`src/rtl/ifm_load_sched_pkg.sv`:
```
// Shared widths, FSM encoding and burst-length helper for the IFM/filter load scheduler.
package ifm_load_sched_pkg;

  localparam int W_SIZE         = 12;
  localparam int W_CHANNEL      = 8;
  localparam int W_ADDR         = 32;
  localparam int W_DATA         = 64;
  localparam int IFM_BUF_CNT    = 4;
  localparam int W_IFM_BUF      = 2;
  localparam int W_BUF_AW       = 12;
  localparam int MAX_BURST      = 16;
  localparam int W_LEN          = 6;
  localparam int W_WORDS        = W_SIZE + W_CHANNEL;
  localparam int BYTES_PER_WORD = W_DATA / 8;

  typedef enum logic [1:0] {
    S_IDLE = 2'd0,
    S_CMD  = 2'd1,
    S_DATA = 2'd2,
    S_DONE = 2'd3
  } state_t;

  function automatic logic [W_LEN-1:0] burst_len(input logic [W_WORDS-1:0] remaining);
    if (remaining < W_WORDS'(MAX_BURST)) return W_LEN'(remaining);
    return W_LEN'(MAX_BURST);
  endfunction

endpackage

```
`src/rtl/dma_burst_gen.sv`:
```
// Splits one transfer (start address + word count) into read bursts and tracks beats per burst.
module dma_burst_gen
  import ifm_load_sched_pkg::*;
(
  input  logic               clk,
  input  logic               rst,
  input  logic               load,
  input  logic [W_ADDR-1:0]  start_addr,
  input  logic [W_WORDS-1:0] words,
  input  logic               cmd_fire,
  input  logic               beat,
  output logic [W_ADDR-1:0]  cmd_addr,
  output logic [W_LEN-1:0]   cmd_len,
  output logic               last_beat,
  output logic               all_done
);

  logic [W_WORDS-1:0] remaining;
  logic [W_LEN-1:0]   cur_len;
  logic [W_LEN-1:0]   beat_cnt;

  // remaining only moves on cmd_fire, so addr/len stay stable while a command waits for ready
  assign cmd_len   = burst_len(remaining);
  assign last_beat = beat && (beat_cnt == cur_len - W_LEN'(1));
  assign all_done  = (remaining == '0);

  always_ff @(posedge clk) begin
    if (rst) begin
      cmd_addr  <= '0;
      remaining <= '0;
      cur_len   <= '0;
      beat_cnt  <= '0;
    end else if (load) begin
      cmd_addr  <= start_addr;
      remaining <= words;
      cur_len   <= '0;
      beat_cnt  <= '0;
    end else begin
      if (cmd_fire) begin
        cmd_addr  <= cmd_addr + W_ADDR'(cmd_len) * W_ADDR'(BYTES_PER_WORD);
        remaining <= remaining - W_WORDS'(cmd_len);
        cur_len   <= cmd_len;
        beat_cnt  <= '0;
      end
      if (beat) begin
        beat_cnt <= last_beat ? '0 : beat_cnt + W_LEN'(1);
      end
    end
  end

endmodule

```
`src/rtl/ifm_load_sched.sv`:
```
// Arbitrates IFM-row and filter loads onto one DRAM read-burst port and steers beats to the buffers.
module ifm_load_sched
  import ifm_load_sched_pkg::*;
(
  input  logic                 clk,
  input  logic                 rst,
  input  logic [W_SIZE-1:0]    q_width,
  input  logic [W_CHANNEL-1:0] q_channel,
  input  logic [W_ADDR-1:0]    q_ifm_base,
  input  logic [W_ADDR-1:0]    q_filter_base,
  input  logic [W_BUF_AW-1:0]  q_filter_words,
  input  logic                 q_ifm_req,
  input  logic [W_SIZE-1:0]    q_ifm_req_row,
  input  logic                 q_filter_req,
  output logic                 o_rd_cmd_valid,
  input  logic                 i_rd_cmd_ready,
  output logic [W_ADDR-1:0]    o_rd_cmd_addr,
  output logic [W_LEN-1:0]     o_rd_cmd_len,
  input  logic                 i_rd_data_valid,
  input  logic [W_DATA-1:0]    i_rd_data,
  output logic                 o_rd_data_ready,
  output logic                 o_ifm_we,
  output logic [W_IFM_BUF-1:0] o_ifm_bank,
  output logic                 o_filter_we,
  output logic [W_BUF_AW-1:0]  o_buf_waddr,
  output logic [W_DATA-1:0]    o_buf_wdata,
  output logic                 o_ifm_buf_done,
  output logic                 o_filter_buf_done,
  output logic                 o_busy,
  output logic                 o_err,
  output state_t               dbg_state
);

  state_t               state, state_nxt;
  logic                 filt_pend, ifm_pend, ifm_req_d, cur_is_ifm;
  logic [W_SIZE-1:0]    ifm_row;
  logic [W_IFM_BUF-1:0] cur_bank;
  logic [W_BUF_AW-1:0]  wcnt;
  logic                 take_filt, take_ifm, seq_load;
  logic [W_WORDS-1:0]   ifm_words, seq_words;
  logic [W_ADDR-1:0]    ifm_start, seq_addr;
  logic                 cmd_fire, beat, last_beat, all_done;
  logic                 ifm_rise, ifm_active;

  // Handshakes: a command or beat transfers on a rising clk edge where valid and ready are both 1;
  // the command holds addr/len until that edge, and only one command is outstanding at a time.
  assign cmd_fire   = o_rd_cmd_valid && i_rd_cmd_ready;
  assign beat       = o_rd_data_ready && i_rd_data_valid;
  assign ifm_rise   = q_ifm_req && !ifm_req_d;
  assign ifm_active = (state != S_IDLE) && cur_is_ifm;

  assign ifm_words = W_WORDS'(q_width) * W_WORDS'(q_channel);
  assign ifm_start = q_ifm_base
                   + W_ADDR'(ifm_row) * W_ADDR'(ifm_words) * W_ADDR'(BYTES_PER_WORD);
  // Filter wins whenever its flag is set, so selection can key off filt_pend directly
  assign seq_words = filt_pend ? W_WORDS'(q_filter_words) : ifm_words;
  assign seq_addr  = filt_pend ? q_filter_base : ifm_start;

  assign o_rd_cmd_valid    = (state == S_CMD);
  assign o_rd_data_ready   = (state == S_DATA);
  assign o_busy            = (state != S_IDLE);
  assign o_ifm_buf_done    = (state == S_DONE) && cur_is_ifm;
  assign o_filter_buf_done = (state == S_DONE) && !cur_is_ifm;
  assign dbg_state         = state;

  dma_burst_gen u_burst (
    .clk        (clk),
    .rst        (rst),
    .load       (seq_load),
    .start_addr (seq_addr),
    .words      (seq_words),
    .cmd_fire   (cmd_fire),
    .beat       (beat),
    .cmd_addr   (o_rd_cmd_addr),
    .cmd_len    (o_rd_cmd_len),
    .last_beat  (last_beat),
    .all_done   (all_done)
  );

  always_ff @(posedge clk) begin
    if (rst) state <= S_IDLE;
    else     state <= state_nxt;
  end

  always_comb begin
    state_nxt = state;
    take_filt = 1'b0;
    take_ifm  = 1'b0;
    seq_load  = 1'b0;
    case (state)
      S_IDLE: begin
        if (filt_pend || ifm_pend) begin
          take_filt = filt_pend;
          take_ifm  = !filt_pend;
          seq_load  = 1'b1;
          state_nxt = (seq_words == '0) ? S_DONE : S_CMD;
        end
      end
      S_CMD:   if (cmd_fire) state_nxt = S_DATA;
      S_DATA:  if (last_beat) state_nxt = all_done ? S_DONE : S_CMD;
      S_DONE:  state_nxt = S_IDLE;
      default: state_nxt = S_IDLE;
    endcase
  end

  always_ff @(posedge clk) begin
    if (rst) begin
      filt_pend <= 1'b0;
      ifm_pend  <= 1'b0;
      ifm_req_d <= 1'b0;
      ifm_row   <= '0;
      o_err     <= 1'b0;
    end else begin
      ifm_req_d <= q_ifm_req;
      if (q_filter_req)   filt_pend <= 1'b1;
      else if (take_filt) filt_pend <= 1'b0;
      // take_ifm implies ifm_pend, so a same-cycle edge lands in the error path, never the set path
      if (ifm_rise && !ifm_pend && !ifm_active) begin
        ifm_pend <= 1'b1;
        ifm_row  <= q_ifm_req_row;
      end else if (take_ifm) begin
        ifm_pend <= 1'b0;
      end
      if (ifm_rise && (ifm_pend || ifm_active)) o_err <= 1'b1;
    end
  end

  always_ff @(posedge clk) begin
    if (rst) begin
      cur_is_ifm  <= 1'b0;
      cur_bank    <= '0;
      wcnt        <= '0;
      o_ifm_we    <= 1'b0;
      o_filter_we <= 1'b0;
      o_ifm_bank  <= '0;
      o_buf_waddr <= '0;
      o_buf_wdata <= '0;
    end else begin
      o_ifm_we    <= beat && cur_is_ifm;
      o_filter_we <= beat && !cur_is_ifm;
      if (seq_load) begin
        cur_is_ifm <= take_ifm;
        cur_bank   <= ifm_row[W_IFM_BUF-1:0];
        wcnt       <= '0;
      end
      if (beat) begin
        o_buf_waddr <= wcnt;
        o_buf_wdata <= i_rd_data;
        o_ifm_bank  <= cur_is_ifm ? cur_bank : '0;
        wcnt        <= wcnt + W_BUF_AW'(1);
      end
    end
  end

endmodule

```
`config.mk`:
```
export PLATFORM = sky130hd
export DESIGN_NAME = ifm_load_sched
export DESIGN_NICKNAME = d
export VERILOG_FILES = /design/src/rtl/ifm_load_sched_pkg.sv /design/src/rtl/dma_burst_gen.sv /design/src/rtl/ifm_load_sched.sv
export SDC_FILE = /design/constraint.sdc
export NUM_CORES = 1
export LEC_CHECK = 0
export BUFFER_PORTS_ARGS = -buffer_cell sky130_fd_sc_hd__buf_2
export CAP_MARGIN = 20
export CORE_ASPECT_RATIO = 1.4
export CORE_MARGIN = 2
export CORE_UTILIZATION = 50
export CTS_BUF_LIST = sky130_fd_sc_hd__clkbuf_2 sky130_fd_sc_hd__clkbuf_4 sky130_fd_sc_hd__clkbuf_8
export CTS_CLUSTER_DIAMETER = 40
export CTS_CLUSTER_SIZE = 8
export DETAILED_ROUTE_END_ITERATION = 6
export GPL_ROUTABILITY_DRIVEN = 0
export GPL_TIMING_DRIVEN = 0
export PLACE_DENSITY_LB_ADDON = 0.2
export SYNTH_ARGS = -nofsm -noshare
export SYNTH_HDL_FRONTEND = slang
export SYNTH_SLANG_ARGS = --single-unit
```
`constraint.sdc`:
```
create_clock -name clk -period 31.2 [get_ports clk]
set_input_delay 3.12 -clock clk [delete_from_list [all_inputs] [get_ports clk]]
set_output_delay 3.12 -clock clk [all_outputs]
set_load 0.05 [all_outputs]
```
### After elaboration in Yosys (flattened, before gate mapping)

Index checks and enable logic that the tools add are counted.

* bits in registers: 177
* input port bits: 178
* output and inout bits: 126
* word-level logic and storage cells: 95

* add/sub/neg operators: 6
* multiply operators: 2
* magnitude comparators: 1
* eq/ne operators: 7
* multiplexer cells: 31
* reduce and logical (&&, ||, !) cells: 30

Operator list (count)
* 32-bit two-way mux: 3
* 20-bit two-way mux: 3
* 20-bit logical NOT: 2
* 32-bit adder: 1
* 32-bit by 9-bit adder with 32-bit output: 1
* 6-bit two-way mux: 5
* 12-bit by 20-bit multiplier with 29-bit output: 1
* 12-bit two-way mux: 2
* 20-bit by 5-bit less-than comparator with 1-bit output (second input constant): 1
* 12-bit by 8-bit multiplier with 20-bit output: 1
* 20-bit by 6-bit subtractor with 20-bit output: 1
* 12-bit by 1-bit adder with 12-bit output (second input constant): 1
* 1-bit logical AND: 12
* 2-bit two-way mux: 6
* 2-bit nonzero test: 6
* 1-bit two-way mux: 11
* 2-bit case mux with 4 select lines: 1
* 6-bit by 1-bit adder with 6-bit output (second input constant): 1
* 6-bit == test: 1
* 6-bit by 1-bit subtractor with 6-bit output (second input constant): 1
* 1-bit logical NOT: 5
* 2-bit == test (second input constant): 2
* 2-bit by 1-bit inequality test with 1-bit output (second input constant): 2
* 3-bit AND reduction: 1
* other kinds (5): 6

### Logic depth before layout (Yosys ltp)

* depth in word-level cells: 6
* gate-level depth with buffers: 45
* gate-level depth less buffers: 42

### Hierarchy

A second synthesis with hierarchy kept.

* cell total of the unflattened synthesis: 2448
* area total of the unflattened synthesis: 19861.5 um2

By module, submodules not included
* ifm_load_sched: instances 1, cells each 1977, area each 16130.5 um2, sequential area each 2262.2 um2
* dma_burst_gen: instances 1, cells each 471, area each 3731.1 um2, sequential area each 1281.2 um2

### Worst setup path before layout

No wires, ideal clock.

* path kind: input port to flip-flop
* start point: in q_channel[2]
* end point: reg u_burst.cmd_addr[31]
* library setup time: 0.127 ns
* arrival time: 13.269 ns
* data required time: 31.073 ns
* path slack: 17.804 ns
* stages on the path: 39
* buffers on the path: 2
* cell sequence: clkbuf_1 nand2_1 fa_1 fa_1 inv_1 fa_1 inv_1 fa_1 inv_1 ha_1 o21ai_1 nand2b_1 a31oi_1 xnor2_1 clkbuf_1 nand2_1 fa_1 fa_1 [3 not listed] inv_1 fa_1 inv_1 ha_1 a211o_1 a2111o_1 a211oi_1 a21oi_1 xor2_1 ha_1 and3_1 a221oi_1 and2b_1 a311o_2 a211o_1 a31oi_1 nor4b_1 or3b_1

* cells in the longest elaborated chain, start to end: 5

Ends and longest elaborated chain
* from (decl): line ifm_load_sched.sv:8 `input logic [W_CHANNEL-1:0] q_channel,`
* 12-bit by 8-bit multiplier with 20-bit output: line ifm_load_sched.sv:52 `assign ifm_words = W_WORDS'(q_width) * W_WORDS'(q_channel);`
* 12-bit by 20-bit multiplier with 29-bit output: line ifm_load_sched.sv:54 `+ W_ADDR'(ifm_row) * W_ADDR'(ifm_words) * W_ADDR'(BYTES_PER_WORD);`
* 32-bit adder: line ifm_load_sched.sv:54
* 32-bit two-way mux: line ifm_load_sched.sv:57 `assign seq_addr = filt_pend ? q_filter_base : ifm_start;`
* 32-bit two-way mux: line dma_burst_gen.sv:33 `end else if (load) begin`
* to (signal assigned): line dma_burst_gen.sv:34 `cmd_addr <= start_addr;`
* to (signal assigned): line dma_burst_gen.sv:40 `cmd_addr <= cmd_addr + W_ADDR'(cmd_len) * W_ADDR'(BYTES_PER_WORD);`
* to (decl): line dma_burst_gen.sv:12 `output logic [W_ADDR-1:0] cmd_addr,`

Every way passes these cells.
A chain may end at the register's enable or synchronous reset.

### Final worst setup path

* start point: in q_width[0]
* end point: reg u_burst.cmd_addr[26]

* cells in the longest elaborated chain, start to end: 5

Ends and longest elaborated chain
* from (decl): line ifm_load_sched.sv:7 `input logic [W_SIZE-1:0] q_width,`
* 12-bit by 8-bit multiplier with 20-bit output: line ifm_load_sched.sv:52
* 12-bit by 20-bit multiplier with 29-bit output: line ifm_load_sched.sv:54
* 32-bit adder: line ifm_load_sched.sv:54
* 32-bit two-way mux: line ifm_load_sched.sv:57
* 32-bit two-way mux: line dma_burst_gen.sv:33

Every way passes these cells.

==> results.py <==
metrics = {
    "status": {
        "status": "complete, but fails checks",
        "violations": "design-rule violations",
    },
    "sta": {
        "min_period_ps": 14810,
        "max_slew.worst_pin.slew_ps": 963.3,
        "worst_slew_margin_rel": 0.3532,
        "finalCritPeriodShare": 0.4748,
        "fmax_ghz": 0.06751,
        "maxSlewViolCount": 0,
        "setup_viol": 0,
        "fin_skew_ps": 18.01,
        "rsz0062_at_grt": "false",
        "hold_viol_final": 0,
        "tns_ps": 0,
    },
    "worst_setup_path": {
        "end_kind": "register",
        "cp_slowest_cell": "xnor2_1",
        "worstPathMaxFanout": 10,
        "arrival_ps": 15240,
        "worst_path_largest_cell_delay_ps": 640,
        "cpMostUsedCell": "fa_1",
        "start_kind": "input pin",
        "crit_type": "in -> reg",
        "reg2reg_slack_ps": 22600,
        "required_ps": 31630,
    },
    "min_path": {
        "hold_class": "reg -> reg",
    },
    "floorplan": {
        "die_w_um": 172.8,
        "initial_utilization": 0.5066,
        "dieArea_um2": 41540,
        "die_h_um": 240.4,
        "rows": 86,
        "core_um2": 39380,
        "io_pins": 304,
    },
    "grt": {
        "busiest_layer": "met2",
        "grt_use_met3": 0.04602,
        "met2_usage": 0.5338,
        "met1_usage": 0.3513,
        "grt_pass1_wl_mm": 98.77,
        "grtUsageTotal": 0.3031,
        "antenna_found_initial": 0,
        "overflow": 0,
        "grt_max_degree": 21,
        "first_global_vias": 19030,
    },
    "logic_synthesis": {
        "synth_most_common_cell": "nand2_1",
        "synthCells": 2454,
        "synth_common_cells": "413 x nand2_1, 299 x inv_1, 240 x fa_1",
        "yosys.area.top_type": "fa_1",
        "yosys-top-cells-area": "fa_1 24%, dfxtp_1 18%, ha_1 8.6%",
        "synth_edf_count": 0,
        "ys_types": 90,
        "yosysWarningCount": 0,
        "yosysTopAreaCellShare": 0.2408,
        "ys_seq_area_frac": 0.1776,
        "synth.ff_latch_count": 177,
        "syn-mean-instance-area_um2": 8.130,
        "async_flop_share": 0,
        "netlist_area_um2": 19950,
        "synth_ff_type": "dfxtp_1",
    },
    "cts": {
        "root_buffer": "clkbuf_8",
        "cts_buffer_depth": 2,
        "post_cts_buffers": 0,
        "cts_buffers": 17,
        "cts_hold_buf": 0,
        "htree_levels": 4,
        "path_clk_slew_ps": 110,
        "ctsResizeCount": 0,
        "cts_tree": "yes",
        "clkSinkCount": 177,
        "clk_latency_ps": 520,
    },
    "run": {
        "maxCapViolCount": 0,
    },
    "placed_design": {
        "portBuffers": 301,
        "place_hpwl_mm": 52.24,
    },
    "detailed_routing": {
        "dr.pass1.iters": 7,
        "drt-total-wl_mm": 63.47,
        "drt_iter0_drc": 1427,
        "wl_per_cell_um": 19.12,
        "ant_nets": 0,
        "drc_errors": 2,
        "vias_per_cell": 5.705,
        "vias": 18934,
    },
    "cells_and_area": {
        "seq_area_um2": 3543,
        "fillers": 3708,
        "fin_nets": 3331,
        "multi_input_area_um2": 14770,
        "area_delta_synth_final_pct": 13.02,
        "drive_gt1_frac": 0.1341,
    },
}
## sequential cells by signal (all words and copies together), names as in the netlist
signal,cells
cur_is_ifm,1
u_burst.beat_cnt,6
u_burst.cur_len,6
wcnt,12
ifm_req_d,1
ifm_row,12
o_ifm_we,1
u_burst.cmd_addr,32
o_buf_waddr,12
ifm_pend,1
o_buf_wdata,64
o_filter_we,1
dbg_state,2
o_ifm_bank,2
filt_pend,1
cur_bank,2
o_err,1
u_burst.remaining,20
## cell type report
| cell class | count | share of cell area |
|---|---|---|
| clock buffers | 17 | 0.01038 |
| flip-flops and latches | 177 | 0.1571 |
| well taps | 528 | 0.02930 |
| multi-input cells | 1850 | 0.6548 |
| diodes | 2 | 0.0002220 |
| inverters | 302 | 0.05027 |
| repair buffers | 302 | 0.06703 |
| clock inverters | 15 | 0.008101 |
| plain buffers | 126 | 0.02275 |
## routing by layer
metal  part of all wire  routed length, um
met4              0.058               3689
met3              0.077               4869
met2               0.49              31390
met1               0.37              23520
met5                  0                  0
## cells in the final DEF (no fill, tap or decap), drive strengths merged, types with 8 or more instances in the layout
master,netlist,layout
dfxtp,177,177
fa,240,240
mux2i,26,26
a311oi,8,8
clkbuf,116,133
buf,10,312
clkinv,1,8
nand4,10,10
xnor2,58,58
a221oi,8,8
o21a,14,14
nor2,150,150
nand2,414,414
inv,301,309
a31oi,15,15
o21bai,13,13
a211o,10,10
nor4b,9,9
nor4,13,13
ha,137,137
nor3,36,36
a21oi,176,176
a21o,35,35
nor2b,9,9
o21ai,57,57
xor2,32,32
or2,8,8
or3,13,13
a211oi,40,40
nand3,31,31
and2,150,150
and3,31,31
## through the flow
step	util	instance area [um^2]	std cells	setup WS, ps	hold WS, ps
after CTS	0.5724	22540	3317	16550	458.1
after global routing	0.5724	22540	3317	15840	471.6
after floorplan	-	19960	2455	17800	436.6
final	0.5726	22550	3319	16390	456.2
after detailed placement	0.5619	22130	3285	16030	444.1
after global placement	0.5617	22120	3284	16090	438.2
## cell families (layout without fill, tap and decap cells)
logic type                 count (synthesis)  count (layout)  share of synthesized area
muxes                                     29              29                    0.01474
xor gates and xnor gates                  90              90                    0.03951
and+or+nand+nor                          909             909                     0.2153
DFF                                      177             177                     0.1776
other                                      2               5                  0.0003764
adders and majority gates                377             377                     0.3267
AOI/OAI and AO/OA                        442             442                     0.1432
buffers and inverters                    428             762                    0.08253
## final timing paths
check	startpoint	endpoint	depth (start not counted)
worst max-delay path	q_width[0]	u_burst.cmd_addr[26]	40
worst min-delay path	o_buf_wdata[14]	o_buf_wdata[14]	2
worst max register to register	ifm_row[9]	u_burst.cmd_addr[26]	26
worst min register to register	o_buf_wdata[14]	o_buf_wdata[14]	2
## critical path, delay by kind of cell
kind / cells / cell delay, ps
AO/OA/AOI/OAI: 13 / 3390
adder cells (fa/ha/maj): 12 / 5610
AND/OR/NAND/NOR: 4 / 800
XOR/XNOR: 2 / 830
buffers and inverters: 9 / 1480
Power is not shown: default switching activity piles up to over one toggle a cycle in this logic, so the estimate is an artifact.
